$ cat config.mk
export PLATFORM = sky130hd
export DESIGN_NAME = load_store_unit
export DESIGN_NICKNAME = d
export VERILOG_FILES = /design/src/rtl/lsu_pkg.sv /design/src/rtl/lsu_lane_align.sv /design/src/rtl/load_store_unit.sv
export SDC_FILE = /design/constraint.sdc
export NUM_CORES = 1
export LEC_CHECK = 0
export ABC_AREA = 1
export ABC_CLOCK_PERIOD_IN_PS = 6040
export BUFFER_PORTS_ARGS = -buffer_cell sky130_fd_sc_hd__buf_2
export CORE_MARGIN = 10
export CORE_UTILIZATION = 25
export CTS_CLUSTER_DIAMETER = 150
export DETAILED_ROUTE_END_ITERATION = 8
export HOLD_SLACK_MARGIN = 0.05
export PLACE_DENSITY_LB_ADDON = 0.2
export SYNTH_ARGS = -nofsm -noshare
export SYNTH_HDL_FRONTEND = slang
export SYNTH_SLANG_ARGS = --single-unit
export TNS_END_PERCENT = 30
$ cat constraint.sdc
create_clock -name clk -period 6.04 [get_ports clk]
set_clock_uncertainty 0.1 [all_clocks]
set_input_delay 0.302 -clock clk [delete_from_list [all_inputs] [get_ports clk]]
set_output_delay 0.302 -clock clk [all_outputs]
set_load 0.02 [all_outputs]
$ cat src/rtl/lsu_pkg.sv
// Shared definitions for the load/store unit: RV32I funct3 codes, FSM state
// type, default memory depth and request legality helpers.
package lsu_pkg;

  localparam int unsigned LSU_MEM_WORDS = 1000;

  localparam logic [2:0] LB  = 3'b000;
  localparam logic [2:0] LH  = 3'b001;
  localparam logic [2:0] LW  = 3'b010;
  localparam logic [2:0] LBU = 3'b100;
  localparam logic [2:0] LHU = 3'b101;

  localparam logic [2:0] SB  = 3'b000;
  localparam logic [2:0] SH  = 3'b001;
  localparam logic [2:0] SW  = 3'b010;

  typedef enum logic [1:0] {
    IDLE,
    RD,
    WR,
    RESP
  } lsu_state_e;

  function automatic logic funct3_legal(input logic is_store, input logic [2:0] f3);
    if (is_store) begin
      return (f3 == SB) || (f3 == SH) || (f3 == SW);
    end
    return (f3 == LB) || (f3 == LH) || (f3 == LW) || (f3 == LBU) || (f3 == LHU);
  endfunction

  // Size lives in f3[1:0] for every legal code: 01 = half, 10 = word.
  function automatic logic misaligned(input logic [2:0] f3, input logic [1:0] addr_lo);
    logic bad;
    bad = 1'b0;
    if (f3[1:0] == 2'b01 && addr_lo[0]) begin
      bad = 1'b1;
    end
    if (f3[1:0] == 2'b10 && addr_lo != 2'b00) begin
      bad = 1'b1;
    end
    return bad;
  endfunction

endpackage

$ cat src/rtl/lsu_lane_align.sv
// Little-endian lane handling: extracts and extends load data from a memory
// word, and merges store bytes/halves into a previously read word.
module lsu_lane_align
  import lsu_pkg::*;
(
  input  logic [2:0]  funct3,
  input  logic [1:0]  addr_lo,
  input  logic [31:0] mem_word,
  input  logic [31:0] store_data,
  output logic [31:0] load_data,
  output logic [31:0] merged_word
);

  logic [7:0]  byte_sel;
  logic [15:0] half_sel;

  always_comb begin
    byte_sel = mem_word[{addr_lo, 3'b000} +: 8];
    half_sel = mem_word[{addr_lo[1], 4'b0000} +: 16];

    load_data = mem_word;
    case (funct3)
      LB:      load_data = {{24{byte_sel[7]}}, byte_sel};
      LBU:     load_data = {24'h000000, byte_sel};
      LH:      load_data = {{16{half_sel[15]}}, half_sel};
      LHU:     load_data = {16'h0000, half_sel};
      default: load_data = mem_word;
    endcase

    merged_word = store_data;
    case (funct3)
      SB: begin
        merged_word = mem_word;
        merged_word[{addr_lo, 3'b000} +: 8] = store_data[7:0];
      end
      SH: begin
        merged_word = mem_word;
        merged_word[{addr_lo[1], 4'b0000} +: 16] = store_data[15:0];
      end
      default: merged_word = store_data;
    endcase
  end

endmodule

$ cat src/rtl/load_store_unit.sv
// RV32I load/store unit: one request at a time, byte/half stores done as
// read-modify-write. Define LSU_BOUNDS_CHECK_EN to reject word indices >= MEM_WORDS.
module load_store_unit
  import lsu_pkg::*;
#(
  parameter int unsigned MEM_WORDS = LSU_MEM_WORDS
) (
  input  logic        clk,
  input  logic        rst_n,
  input  logic        req_valid,
  output logic        req_ready,
  input  logic        req_write,
  input  logic [2:0]  req_funct3,
  input  logic [31:0] req_addr,
  input  logic [31:0] req_wdata,
  output logic        rsp_valid,
  output logic [31:0] rsp_rdata,
  output logic        rsp_err,
  output logic [31:0] mem_addr,
  output logic [31:0] mem_wdata,
  output logic        mem_write,
  output logic        mem_read,
  input  logic [31:0] mem_rdata
);

  lsu_state_e  state_q, state_d;
  logic [31:0] addr_q, addr_d;
  logic [2:0]  funct3_q, funct3_d;
  logic        write_q, write_d;
  logic [31:0] wdata_q, wdata_d;
  logic        err_q, err_d;
  logic [31:0] word_q, word_d;

  logic        oob;
  logic        req_err;
  logic [31:0] load_data;
  logic [31:0] merged_word;

  always_comb assert (MEM_WORDS > 0);

  always_comb begin
`ifdef LSU_BOUNDS_CHECK_EN
    oob = ({2'b00, req_addr[31:2]} >= MEM_WORDS);
`else
    oob = 1'b0;
`endif
    req_err = !funct3_legal(req_write, req_funct3)
            || misaligned(req_funct3, req_addr[1:0])
            || oob;
  end

  lsu_lane_align u_lane_align (
    .funct3      (funct3_q),
    .addr_lo     (addr_q[1:0]),
    .mem_word    (word_q),
    .store_data  (wdata_q),
    .load_data   (load_data),
    .merged_word (merged_word)
  );

  always_comb begin
    state_d  = state_q;
    addr_d   = addr_q;
    funct3_d = funct3_q;
    write_d  = write_q;
    wdata_d  = wdata_q;
    err_d    = err_q;
    word_d   = word_q;

    case (state_q)
      IDLE: begin
        if (req_valid) begin
          addr_d   = req_addr;
          funct3_d = req_funct3;
          write_d  = req_write;
          wdata_d  = req_wdata;
          err_d    = req_err;
          if (req_err) begin
            state_d = RESP;
          end else if (req_write && req_funct3 == SW) begin
            state_d = WR;
          end else begin
            state_d = RD;
          end
        end
      end
      RD: begin
        word_d  = mem_rdata;
        state_d = write_q ? WR : RESP;
      end
      WR:      state_d = RESP;
      RESP:    state_d = IDLE;
      default: state_d = IDLE;
    endcase
  end

  always_ff @(posedge clk or negedge rst_n) begin
    if (!rst_n) begin
      state_q  <= IDLE;
      addr_q   <= '0;
      funct3_q <= '0;
      write_q  <= 1'b0;
      wdata_q  <= '0;
      err_q    <= 1'b0;
      word_q   <= '0;
    end else begin
      state_q  <= state_d;
      addr_q   <= addr_d;
      funct3_q <= funct3_d;
      write_q  <= write_d;
      wdata_q  <= wdata_d;
      err_q    <= err_d;
      word_q   <= word_d;
    end
  end

  // Outputs decode straight from flops so an asynchronous reset clears them at once.
  always_comb begin
    req_ready = (state_q == IDLE);
    mem_read  = (state_q == RD);
    mem_write = (state_q == WR);
    mem_addr  = (mem_read || mem_write) ? {2'b00, addr_q[31:2]} : '0;
    mem_wdata = mem_write ? merged_word : '0;
    rsp_valid = (state_q == RESP);
    rsp_err   = rsp_valid && err_q;
    rsp_rdata = (rsp_valid && !err_q && !write_q) ? load_data : '0;
  end

endmodule

# Word-level counts from Yosys, hierarchy flattened
# Index checks and enable logic that the tools add are counted.
dict set report totals {
  reg_bits 103
  wordCells 65
}
dict set report op_classes {
  add_sub_neg 2
  eq_ne 13
  shift 6
  muxes 17
  n_reduce_logical 20
}
# operator n
set op_table {}
lappend op_table {{$pmux 32 s4} 1}
lappend op_table {{$bwmux 32} 2}
lappend op_table {{$mux 32} 2}
lappend op_table {{$pmux 32 s2} 1}
lappend op_table {{$shift 16x7->32 const A} 1}
lappend op_table {{$shift 8x7->32 const A} 1}
lappend op_table {{$shiftx 16x7->32} 1}
lappend op_table {{$shiftx 32x6->16} 1}
lappend op_table {{$shiftx 32x6->8} 1}
lappend op_table {{$shiftx 8x7->32} 1}
lappend op_table {{$mux 30} 1}
lappend op_table {{$neg 5->7} 2}
lappend op_table {{$eq 3x3->1 const B} 4}
lappend op_table {{$pmux 2 s4} 1}
lappend op_table {{$eq 2x2->1 const B} 3}
lappend op_table {{$eq 3x1->1 const B} 2}
lappend op_table {{$logic_and 1x1->1} 6}
lappend op_table {{$logic_not 3->1} 2}
lappend op_table {{$logic_or 1x1->1} 6}
lappend op_table {{$mux 1} 6}
lappend op_table {{$mux 2} 3}
lappend op_table {{$eq 2x1->1 const B} 2}
lappend op_table {{$eq 3x2->1 const B} 1}
lappend op_table {{$logic_not 1->1} 3}
lappend op_table {{4 further kinds} 4}

# Depth between registers and ports, before layout
dict set report logic_depth {
  ltp_word 11
  mapped_depth 12
  ltp_nobuf 9
}

# Cells and area by module
# A second synthesis with hierarchy kept.
dict set report unflattened {
  hier_cells 1151
  area_unflattened_um2 7362.1
}
# mod n_inst cells_per_inst area_per_inst_um2 seq_area_each_um2
set by_module_without_submodules {}
lappend by_module_without_submodules {load_store_unit 1 603 4884.7 2577.5}
lappend by_module_without_submodules {lsu_lane_align 1 548 2477.4 0.0}

# Worst setup path after synthesis
# OpenSTA, ideal clock, no wires.
dict set report synth_timing {
  path_kind {flip-flop to output port}
  startpoint {register addr_q[1]}
  endpoint {output port mem_wdata[0]}
  t_arrival_ns 2.083
  required_time_ns 5.638
  slack_ns 3.555
  stages_incl_launch_ff 11
  n_path_buf 3
  path_cell_list {dfrtp_1 > inv_2 > buf_2 > buf_2 > ha_1 > buf_2 > clkinv_1 > nand4_1 > nand2_2 > nand2_1 > a21oi_1}
}
dict set report synth_between {
  elab_chain_cells 5
  elab_cells_between_ends 10
}
# element line
set synth_lines {}
lappend synth_lines {{from (decl)} load_store_unit.sv:27} ;# logic [31:0] addr_q, addr_d;
lappend synth_lines {{from (signal assigned)} load_store_unit.sv:108} ;# addr_q <= addr_d;
lappend synth_lines {{$neg 5->7 (on tied branches)} {lsu_lane_align.sv:38, lsu_lane_align.sv:34}}
lappend synth_lines {{$shiftx 16x7->32 (tied with other cells)} lsu_lane_align.sv:38} ;# merged_word[{addr_lo[1], 4'b0000} +: 16] = store_data[15:0];
lappend synth_lines {{$bwmux 32 (on tied branches)} {lsu_lane_align.sv:38, lsu_lane_align.sv:34}}
lappend synth_lines {{$pmux 32 s2 (*)} lsu_lane_align.sv:31} ;# case (funct3)
lappend synth_lines {{$mux 32 (*)} load_store_unit.sv:123} ;# mem_wdata = mem_write ? merged_word : '0;
lappend synth_lines {{to (decl)} load_store_unit.sv:20} ;# output logic [31:0] mem_wdata,
# Every way passes the cells marked *; elsewhere a longest branch is shown, timed or not.

# Worst setup path after layout
dict set report layout_timing {
  startpoint {register addr_q[0]}
  endpoint {output port mem_wdata[24]}
}
dict set report layout_between {
  elab_chain_cells 5
  elab_cells_between_ends 6
}
# element line
set layout_lines {}
lappend layout_lines {{$neg 5->7 (*)} lsu_lane_align.sv:34} ;# merged_word[{addr_lo, 3'b000} +: 8] = store_data[7:0];
lappend layout_lines {{$shiftx 8x7->32 / $shift 8x7->32 (equally long branches)} lsu_lane_align.sv:34}
lappend layout_lines {{$bwmux 32 (*)} lsu_lane_align.sv:34}
lappend layout_lines {{$pmux 32 s2 (*)} lsu_lane_align.sv:31}
lappend layout_lines {{$mux 32 (*)} load_store_unit.sv:123}
# Marked as above.

==> metrics <==
status finished clean; start point of the worst hold path mem_rdata[6]; highest clock rate 265 MHz; number of buffers created by CTS 9; summed negative setup slack over all endpoints 0 ps; Synth-to-Final Area Change 34.2%; clock period minus final worst setup slack 3780 ps; total overflow reported by the global router 0; Slew Limit Headroom 0.298; final estimated routing congestion in global placement 0.834; clock sink count 103; number of storage elements in the synthesis netlist 103; Least-Margin Pin Slew 1050 ps; vias per cell 4.47; Syn Std Cell Area 6340 sq um; nature of the critical path endpoint output pin; Static Leakage 4.79 nW; post-CTS setup buffer count 0; number of antenna violations at the first check in global routing 2; worst-skew pair later-pin latency 350 ps; critical path peak fanout 34; number of I/O port buffers 201; Initial Utilization 0.253; unique cell type count in the Yosys netlist 28; Crit Reg-Reg Startpoint state_q[0]; core footprint 25000 sq um; count of vias placed by the detailed router 6879; iteration count of the initial detailed-routing pass 5; Post-Route WL 25800 um; horizontal die dimension 179 um; Clk pin slew, worst setup/hold paths 80 ps; number of global-route vias before repair 6939; buffer type at the clock tree root clkbuf_16; core occupancy in the finished layout 0.340; WL per Instance 16.8 um; Min-Delay Path Class in2reg; Total Die Area 32100 sq um; crit path to mem_wdata[24]; dpl hpwl 19100 um; DRT iter0 DRCs 593; share of layout cells above drive strength 1 0.209; H-tree Lvls 3; logic depth of the worst setup path including buffers 8; CP arrival 3370 ps; Net count, final 1315; most common cell after layout, fill and taps aside nand2_1; RSZ-0062 raised after global routing false; reg2reg path depth 8; Worst Setup Path Type reg2out; critical register-to-register path endpoint state_q[0]; top library cells by usage in the layout, fill and taps aside nand2_1, buf_2, dfrtp_1, inv_1, o21ai_0; I/O pins 204; Req. time, crit path 5640 ps; crit path from addr_q[0]; number of hold-slack violations in the final timing report 0; number of instances resized during post-cts repair 0; Fill cells 2827; count of hold-fix buffers inserted at cts 67; first-pass GRT wire length 40300 um; finished layout cell area 8510 sq um; mean instance size in the synthesized netlist 6.56 sq um; startpoint type of the worst setup path flip-flop; proportion of synthesized chip area in sequential cells 0.407; number of maximum-capacitance constraint violations 0; placed instance area 7550 sq um; antenna-violating nets left 0; Longest Clk Path Bufs 2; Critical Path, Cell by Cell inv_1, ha_1, inv_1, nand3_1, o21ai_0, nand2_1, a21oi_1, buf_2; number of instances in the synthesized netlist 967; sequential cell area in the final layout 2580 sq um; pin count of the biggest net entering global routing 73; standard-cell row count 58; Yosys warnings 0; number of buffers and inverters on the critical path 3; post-detailed-route DRC marker count 0; all-layer global routing usage 0.160; VDD IR max 321 uV; CP max stage delay 980 ps; CP top delay family buffers and inverters; Max Slew Vio Count 0; slowest CP cell dfrtp_1; PD cells 542 nW/um^2; area used by multi-input combinational logic 3140 sq um; most numerous cell on the critical path inv_1; Setup Viol. Count Final 0; fin crit share 0.625; CTS tree built; die extent in y 179 um; slack of the worst reg-to-reg path 3510 ps
==> power by group <==
| group | leakage (nW) | internal, mW | total, mW | switching (mW) |
|---|---|---|---|---|
| Clock | 0.130 | 0.285 | 0.581 | 0.296 |
| Sequential | 1.28 | 1.02 | 1.43 | 0.410 |
| Combinational | 3.38 | 0.789 | 2.60 | 1.81 |
==> how the worst min path moves through the flow <==
stage	to	slack [ps]	cells past startpoint
6_report	word_q[6]	60	3
5_1_grt	wdata_q[18]	50	3
4_1_cts	word_q[0]	50	3
3_5_place_dp	addr_q[14]	290	1
3_3_place_gp	addr_q[14]	280	1
2_1_floorplan	addr_q[0]	-90	0
==> cell families (layout without fill, tap and decap cells) <==
logic type	count (synthesis)	in the layout	synth area share
buffers and inverters	150	390	0.0991
AND/OR/NAND/NOR	528	528	0.334
other	1	3	0.000591
flip-flops	103	103	0.407
adder cells (fa/ha/maj)	9	9	0.0178
AO/OA/AOI/OAI	176	176	0.142
==> worst min-delay path: stages <==
cell	delay (ps)
buf_2	70
nand2_1	50
o21ai_0	60
==> cell type report <==
class,instances,share of cell area
repair buffers,272,0.201
well taps,330,0.0485
diodes,1,0.000294
inverters,102,0.0450
clock inverters,7,0.00662
flip-flops and latches,103,0.303
clock buffers,9,0.0265
multi-input cells,715,0.369
==> flip-flops by register name, indices dropped and copies added (netlist names) <==
register and count:
addr_q 32, funct3_q 3, wdata_q 32, word_q 32
state_q 2, err_q 1, write_q 1
==> cells in the mapped netlist <==
cell type	number	area, sq um
nand2_2	5	31.3
a31oi_1	1	6.26
buf_2	13	65.1
nand3_2	1	10.0
o22ai_1	5	31.3
a21oi_1	73	365
clkbuf_1	27	101
o21ai_2	1	8.76
o211ai_1	1	7.51
nand4_1	2	12.5
o21ai_0	92	460
conb_1	1	3.75
o2bb2ai_1	1	8.76
ha_1	9	113
nand3_1	37	185
inv_2	6	22.5
nand2_4	3	33.8
inv_1	93	349
buf_4	3	22.5
nor2_4	1	11.3
clkinv_1	3	11.3
nand2_1	392	1470
nor2_2	12	75.1
o31ai_1	2	15.0
dfrtp_1	103	2580
or2_2	1	6.26
nor2_1	74	278
buf_6	5	56.3
==> metal layers <==
layer  track usage  vias to the layer above  part of all wire
li1              -                     3483                 -
met1         0.214                     3131              0.46
met2         0.242                      244              0.44
met3        0.0516                       21             0.092
met4        0.0410                        0             0.015
met5             0                        -                 0
==> metrics by stage <==
stage               worst slack [ps]  power [mW]  hold WS, ps  cells
floorplan                       3550        3.12        -93.6    968
global placement                2660        4.01          281   1455
detailed placement              2670        4.02          287   1455
CTS                             2250        4.66         50.9   1538
global route                    1890        5.06         52.8   1538
finish                          2260        4.61         58.3   1539
Note: power is estimated with default switching activity, not from simulation.
